## src/rtl/pipe_reg_chain_if.sv

```systemverilog
// Bundle of advance/flush controls, input word and pipeline outputs for pipe_reg_chain.
// The master drives the controls and input word; the slave is the pipeline itself.
interface pipe_reg_chain_if #(
  parameter int WIDTH = 8,
  parameter int DEPTH = 4
);
  localparam int OCCW = $clog2(DEPTH + 1);

  logic             en;
  logic             flush;
  logic             in_valid;
  logic [WIDTH-1:0] d;
  logic [WIDTH-1:0] q;
  logic             out_valid;
  logic [OCCW-1:0]  occupancy;

  modport master (
    output en, flush, in_valid, d,
    input  q, out_valid, occupancy
  );

  modport slave (
    input  en, flush, in_valid, d,
    output q, out_valid, occupancy
  );
endinterface

```

## src/rtl/pipe_reg_chain.sv

```systemverilog
// Stallable DEPTH-stage delay line with valid bits, synchronous flush and a running
// occupancy count; every output comes straight from a register.
module pipe_reg_chain #(
  parameter int WIDTH = 8,
  parameter int DEPTH = 4
) (
  input  logic            clk,
  input  logic            reset,
  pipe_reg_chain_if.slave bus
);
  localparam int OCCW = $clog2(DEPTH + 1);

  logic [WIDTH-1:0] data_q [DEPTH];
  logic [WIDTH-1:0] data_d [DEPTH];
  logic [DEPTH-1:0] vld_q;
  logic [DEPTH-1:0] vld_d;
  logic [OCCW-1:0]  occ_q;
  logic [OCCW-1:0]  occ_d;

  always_comb begin
    data_d = data_q;
    vld_d  = vld_q;
    occ_d  = occ_q;
    if (bus.flush) begin
      data_d = '{default: '0};
      vld_d  = '0;
      occ_d  = '0;
    end else if (bus.en) begin
      vld_d[0]  = bus.in_valid;
      data_d[0] = bus.in_valid ? bus.d : '0;
      for (int k = 1; k < DEPTH; k++) begin
        vld_d[k]  = vld_q[k-1];
        data_d[k] = data_q[k-1];
      end
      // Stays in 0..DEPTH because occ_q always equals the popcount of vld_q.
      occ_d = occ_q + OCCW'(bus.in_valid) - OCCW'(vld_q[DEPTH-1]);
    end
  end

  always_ff @(posedge clk or posedge reset) begin
    if (reset) begin
      data_q <= '{default: '0};
      vld_q  <= '0;
      occ_q  <= '0;
    end else begin
      data_q <= data_d;
      vld_q  <= vld_d;
      occ_q  <= occ_d;
    end
  end

  assign bus.q         = data_q[DEPTH-1];
  assign bus.out_valid = vld_q[DEPTH-1];
  assign bus.occupancy = occ_q;

`ifndef SYNTHESIS
  int unsigned vld_pop;

  always_comb begin
    vld_pop = 0;
    for (int k = 0; k < DEPTH; k++) begin
      vld_pop += 32'(vld_q[k]);
    end
  end

  a_occ_matches_valids: assert property (@(posedge clk) disable iff (reset)
    32'(occ_q) == vld_pop);
`endif
endmodule

```

## src/flat_wrapper.sv

```systemverilog
// flat-port wrapper written by rule: the top's interface ports become plain ports
module pipe_reg_chain_flat 
#(
  parameter int WIDTH = 8,
  parameter int DEPTH = 4
)
  (clk, reset, bus_en, bus_flush, bus_in_valid, bus_d, bus_q, bus_out_valid, bus_occupancy);
  pipe_reg_chain_if #(.WIDTH(WIDTH), .DEPTH(DEPTH)) bus_i ();
  input  logic clk;
  input  logic reset;
  input wire logic [$bits(bus_i.en)-1:0] bus_en;
  input wire logic [$bits(bus_i.flush)-1:0] bus_flush;
  input wire logic [$bits(bus_i.in_valid)-1:0] bus_in_valid;
  input wire logic [$bits(bus_i.d)-1:0] bus_d;
  output wire logic [$bits(bus_i.q)-1:0] bus_q;
  output wire logic [$bits(bus_i.out_valid)-1:0] bus_out_valid;
  output wire logic [$bits(bus_i.occupancy)-1:0] bus_occupancy;
  assign bus_i.en = bus_en;
  assign bus_i.flush = bus_flush;
  assign bus_i.in_valid = bus_in_valid;
  assign bus_i.d = bus_d;
  assign bus_q = bus_i.q;
  assign bus_out_valid = bus_i.out_valid;
  assign bus_occupancy = bus_i.occupancy;
  pipe_reg_chain #(.WIDTH(WIDTH), .DEPTH(DEPTH)) u_core (.clk(clk), .reset(reset), .bus(bus_i));
endmodule
```

## config.mk

```make
export PLATFORM = sky130hd
export DESIGN_NAME = pipe_reg_chain_flat
export DESIGN_NICKNAME = d
export VERILOG_FILES = /design/src/rtl/pipe_reg_chain_if.sv /design/src/rtl/pipe_reg_chain.sv /design/src/flat_wrapper.sv
export SDC_FILE = /design/constraint.sdc
export NUM_CORES = 1
export LEC_CHECK = 0
export BUFFER_PORTS_ARGS = -buffer_cell sky130_fd_sc_hd__clkbuf_2
export CAP_MARGIN = 20
export CORE_ASPECT_RATIO = 0.6
export CORE_MARGIN = 2
export CORE_UTILIZATION = 50
export DETAILED_ROUTE_END_ITERATION = 8
export HOLD_SLACK_MARGIN = 0.08
export PLACE_DENSITY_LB_ADDON = 0.12
export SETUP_SLACK_MARGIN = 0.5
export SYNTH_ARGS = -nofsm -noshare
export SYNTH_HDL_FRONTEND = slang
export SYNTH_SLANG_ARGS = --single-unit
```

## constraint.sdc

```tcl
create_clock -name clk -period 3 [get_ports clk]
set_input_delay 0.3 -clock clk [delete_from_list [all_inputs] [get_ports clk]]
set_output_delay 0.3 -clock clk [all_outputs]
set_load 0.02 [all_outputs]
```

-- After elaboration in Yosys (flattened, before gate mapping)
Cells that the tools add are included.
- $add $sub $neg: 2
- bitwise gates (word level): 0
- multiply operators: 0
- reductions and logical operators: 1
- divide/modulo/power cells: 0
- muxes and demuxes: 7
- $lt $le $gt $ge: 0
- shifts and indexed selects: 0
- eq/ne operators: 0
- operator list (kind ; count):
    $mux W32 ; 2
    $mux W4 ; 2
    $mux W8 ; 1
    $mux W3 ; 2
    $add A3 B1 Y3 ; 1
    $sub A3 B1 Y3 ; 1
    $reduce_bool A2 Y1 ; 1
- ROM bits: 0
- word-level logic and storage cells: 16
- flip-flop bits (word level): 39
- bits in latches: 0
- output and inout bits: 12
- memories kept: 0
- RAM bits: 0
- input port bits: 13

-- Depth between registers and ports, before layout
- depth after elaboration: 4
- gate-level depth with buffers: 9

-- Worst setup path before layout
No wires, ideal clock.
- kind: register to register
- start point: reg u_core.occ_q[0] (netlist: u_core.bus.occupancy[0])
- end point: reg u_core.occ_q[2] (netlist: u_core.bus.occupancy[2])
- setup time: 120 ps
- data required time: 2880 ps
- cell stages (with the launch flop): 10
- arrival: 1780 ps
- clock period less this slack: 1900 ps
- buffers on the path: 0
- slack: 1100 ps
- path through: dfrtp_1 inv_1 ha_1 inv_1 ha_1 inv_1 fa_1 xor2_1 a21oi_1 a31o_1
- cells in the longest elaborated chain, start to end: 4
- ends and longest elaborated chain (element ; line ; RTL):
    start, declared ; pipe_reg_chain.sv:17 ; logic [OCCW-1:0] occ_q;
    start signal, assigned ; pipe_reg_chain.sv:44 ; occ_q <= '0;
    start signal, assigned ; pipe_reg_chain.sv:48 ; occ_q <= occ_d;
    $add A3 B1 Y3 ; pipe_reg_chain.sv:36 ; occ_d = occ_q + OCCW'(bus.in_valid) - OCCW'(vld_q[DEPTH-1]);
    $sub A3 B1 Y3 ; pipe_reg_chain.sv:36 ;
    $mux W3 ; pipe_reg_chain.sv:28 ; end else if (bus.en) begin
    $mux W3 ; pipe_reg_chain.sv:24 ; if (bus.flush) begin
No other way between the ends. The select of a mux whose other input is x is not followed.
A chain may end at the register's enable or synchronous reset.

-- Worst setup path in the final report
Same ends and word-level chain as after synthesis.

==> flow_metrics.py <==
metrics = {
    "timing": {
        "min_period_ns": 1.92,
        "worst_pin_slew_ns": 0.887,
        "rsz0062_at_grt": "false",
        "tns_ns": 0,
        "maxSlewViolCount": 0,
        "clock_skew_ns": 0.00656,
        "max_slew_margin_pct": 40.9,
        "holdWs_ns": 0.106,
        "hold_viol": 0,
        "period_share_pct": 63.9,
        "clock.fmax_ghz": 0.522,
        "finalSetupViolCount": 0,
    },
    "worst_setup_path": {
        "crit_type": "reg2reg",
        "cpPeakStageDelay_ns": 0.39,
        "r2r_start": "u_core.bus.occupancy[0]$_DFFE_PP0P_",
        "worst_path_most_repeated_cell": "inv_1",
        "worst_path_max_delay_cell": "fa_1",
        "cp-end-kind": "flip-flop",
        "worstSetupStartpoint": "u_core.bus.occupancy[0]$_DFFE_PP0P_",
        "setup.worst_path.start_class": "flip-flop",
        "critical_path.cell_chain": "inv_1, ha_1, inv_1, ha_1, inv_1, fa_1, xor2_1, a21oi_1, a31o_1",
        "crit_path_max_fanout": 3,
        "cp.arrival_ns": 2.10,
        "crit_buf_inv": 3,
        "cp_data_required_time_ns": 3.18,
        "crit_family": "adder cells",
    },
    "synth": {
        "netlist_instances": 154,
        "synth-xor-area-share_pct": 0.503,
        "ys_seq_area_share_pct": 56.1,
        "synth_top_area_share_pct": 56.1,
        "synth_compound_area_share_pct": 3.09,
        "ys_top_cells_by_area": "dfrtp_1 (56%), mux2i_1 (17%), nor2_1 (6.7%)",
        "synth_top_family_by_area": "multiplexers",
        "synth_cell_types": 15,
        "synthAdderAreaFrac_pct": 2.59,
        "synthesis.nets": 170,
        "synth_mux_area_share_pct": 17.3,
        "synth_area_leader_cell": "dfrtp_1",
        "ys.warnings.count": 0,
        "synthSimpleGateAreaFrac_pct": 12.2,
        "synth.avg_cell_area_um2": 11.3,
        "synth_seq_cells": 39,
        "syn_area_um2": 1740,
    },
    "pwr": {
        "p_int_mw": 0.732,
        "p_sw_share_pct": 23.6,
        "combPwrFrac_pct": 8.7,
        "p_seq_share_pct": 56.8,
        "clockPowerShare_pct": 34.6,
        "p_leak_nw": 1.02,
        "p_per_area_nw_per_um2": 506,
        "peakVddDrop_uv": 268,
        "p_total_mw": 0.959,
        "power_switching_mw": 0.227,
    },
    "grt": {
        "grt_pass1_wl_mm": 4.82,
        "grt_start_max_net_pins": 41,
        "grt_usage_pct": 16.1,
        "antenna_found_initial": 0,
        "grt-ovfl-total": 0,
        "grt_pass1_vias": 1053,
    },
    "clock_tree": {
        "clkTransAtPathRegs_ns": 0.07,
        "h-tree-depth": 2,
        "cts.root.buffer_cell": "clkbuf_8",
        "clkLatencyLatePin_ns": 0.28,
        "tritoncts": "built",
        "clockBufferDepth": 2,
        "cts_resized": 0,
        "cts.sinks": 39,
        "numCtsBuffers": 5,
        "cts_setup_buffers": 0,
        "hold_buffers": 0,
    },
    "detailed_routing": {
        "ant_nets": 0,
        "routed_wirelength_mm": 2.76,
        "top_layer": "met4",
        "drtIter0Drc": 32,
        "met2WireLength_mm": 1.27,
        "vias": 1071,
        "post_drt_wl_per_cell_um": 12.8,
        "drc": 0,
        "drt-pass1-iter-count": 4,
        "wl_met1_mm": 1.37,
        "viasPerCell": 4.96,
        "wl_met3_um": 102,
    },
    "place": {
        "io_buffers": 24,
        "dp_hpwl_mm": 1.79,
        "place.gp.congestion": 0.713,
        "dpl_cell_area_um2": 1810,
    },
    "floorplanning": {
        "top_level_ports": 25,
        "chipWidth_um": 80.2,
        "start_util_pct": 53.0,
        "num_rows": 16,
        "die_h_um": 49.7,
        "core_area_um2": 3280,
        "die_area_um2": 3980,
    },
    "layout": {
        "antenna_cells": 0,
        "area_growth_pct": 8.91,
        "final_area_um2": 1900,
        "n_fill_cell": 308,
        "multiInputGateArea_um2": 621,
        "regArea_um2": 976,
        "final_core_utilization_pct": 57.7,
        "drive_gt1_share_pct": 19.3,
        "nNetsFinal": 186,
    },
    "min_path": {
        "hold_path_class": "in2async",
    },
    "status": {
        "status": "complete, no violations",
    },
    "run": {
        "drv_cap": 0,
    },
}
-- final cells by class --
cell class / instances / share of cell area (%)
multi-input cells: 92 / 32.7
flip-flops and latches: 39 / 51.5
clock inverters: 1 / 0.264
clock buffers: 7 / 4.03
well taps: 45 / 2.97
repair buffers: 27 / 7.52
inverters: 5 / 0.990
-- path summary, 6_finish.rpt --
check	end	slack, ns	cells after the start
hold reg to reg	u_core.bus.q[5]$_DFFE_PP0P_	0.52	2
min in group clk	u_core.data_q[28]$_DFFE_PP0P_	0.25	3
hold / removal	u_core.data_q[20]$_DFFE_PP0P_	0.11	3
setup reg to reg	u_core.bus.occupancy[2]$_DFFE_PP0P_	1.08	9
setup / recovery	u_core.bus.occupancy[2]$_DFFE_PP0P_	1.08	9
max in group asynchronous	u_core.data_q[25]$_DFFE_PP0P_	2.56	3
-- cells in the mapped netlist --
library cell   n
a21oi_1        9
a31o_1         1
buf_2          4
buf_4         10
buf_6          2
clkbuf_1       2
dfrtp_1       39
fa_1           1
ha_1           2
inv_1          5
mux2i_1       30
nand2b_1       9
nand3_1        8
nor2_1        31
xor2_1         1
-- power by group through the flow --
stage               combinational (mW)  clock, mW  sequential (mW)
floorplan                       0.0617          0            0.556
global placement                0.0824          0            0.554
detailed placement              0.0852          0            0.554
CTS                             0.0856      0.346            0.544
global route                    0.0935      0.373            0.546
finish                          0.0833      0.331            0.544
-- worst register-to-register path: cells and delay by family, from the launching register on --
kind	cells	cell delay (ns)
fa+ha+maj	3	0.80
buf+inv	3	0.15
flops	1	0.37
compound gates	2	0.31
xor+xnor	1	0.18
-- cell families after synthesis --
group / after synthesis
AND/OR/NAND/NOR: 48
flip-flops: 39
multiplexers: 30
buffers and inverters: 23
AO/OA/AOI/OAI: 10
adder cells (fa/ha/maj): 3
XOR/XNOR: 1
-- cell usage in the layout, fill, tap and decap left out --
master    Yosys  layout
inv_1         5       5
a21oi_1       9       9
buf_4        10       3
nand2b_1      9       9
nor2_1       31      31
a31o_1        1       1
clkinv_2      0       1
nand3_1       8       8
clkbuf_2      0      24
mux2i_1      30      30
ha_1          2       2
clkbuf_8      0       5
xor2_1        1       1
fa_1          1       1
dfrtp_1      39      39
clkbuf_1      2       2
-- flip-flops by register name, indices dropped and copies added, names as in the netlist --
register              flops
u_core.vld_q              4
u_core.bus.occupancy      3
u_core.data_q            24
u_core.bus.q              8
-- layer usage --
metal	global-route usage [%]	vias up
li1	-	528
met1	21.3	520
met2	24.7	21
met3	4.95	2
met4	6.78	0
met5	0	-
-- per-stage QoR --
stage / setup slack (ns) / std cells
3_5_place_dp: 1.08 / 208
3_3_place_gp: 1.16 / 208
5_1_grt: 0.969 / 216
4_1_cts: 1.07 / 216
2_1_floorplan: 1.10 / 154
6_report: 1.08 / 216
(Power assumes the default switching activity.)
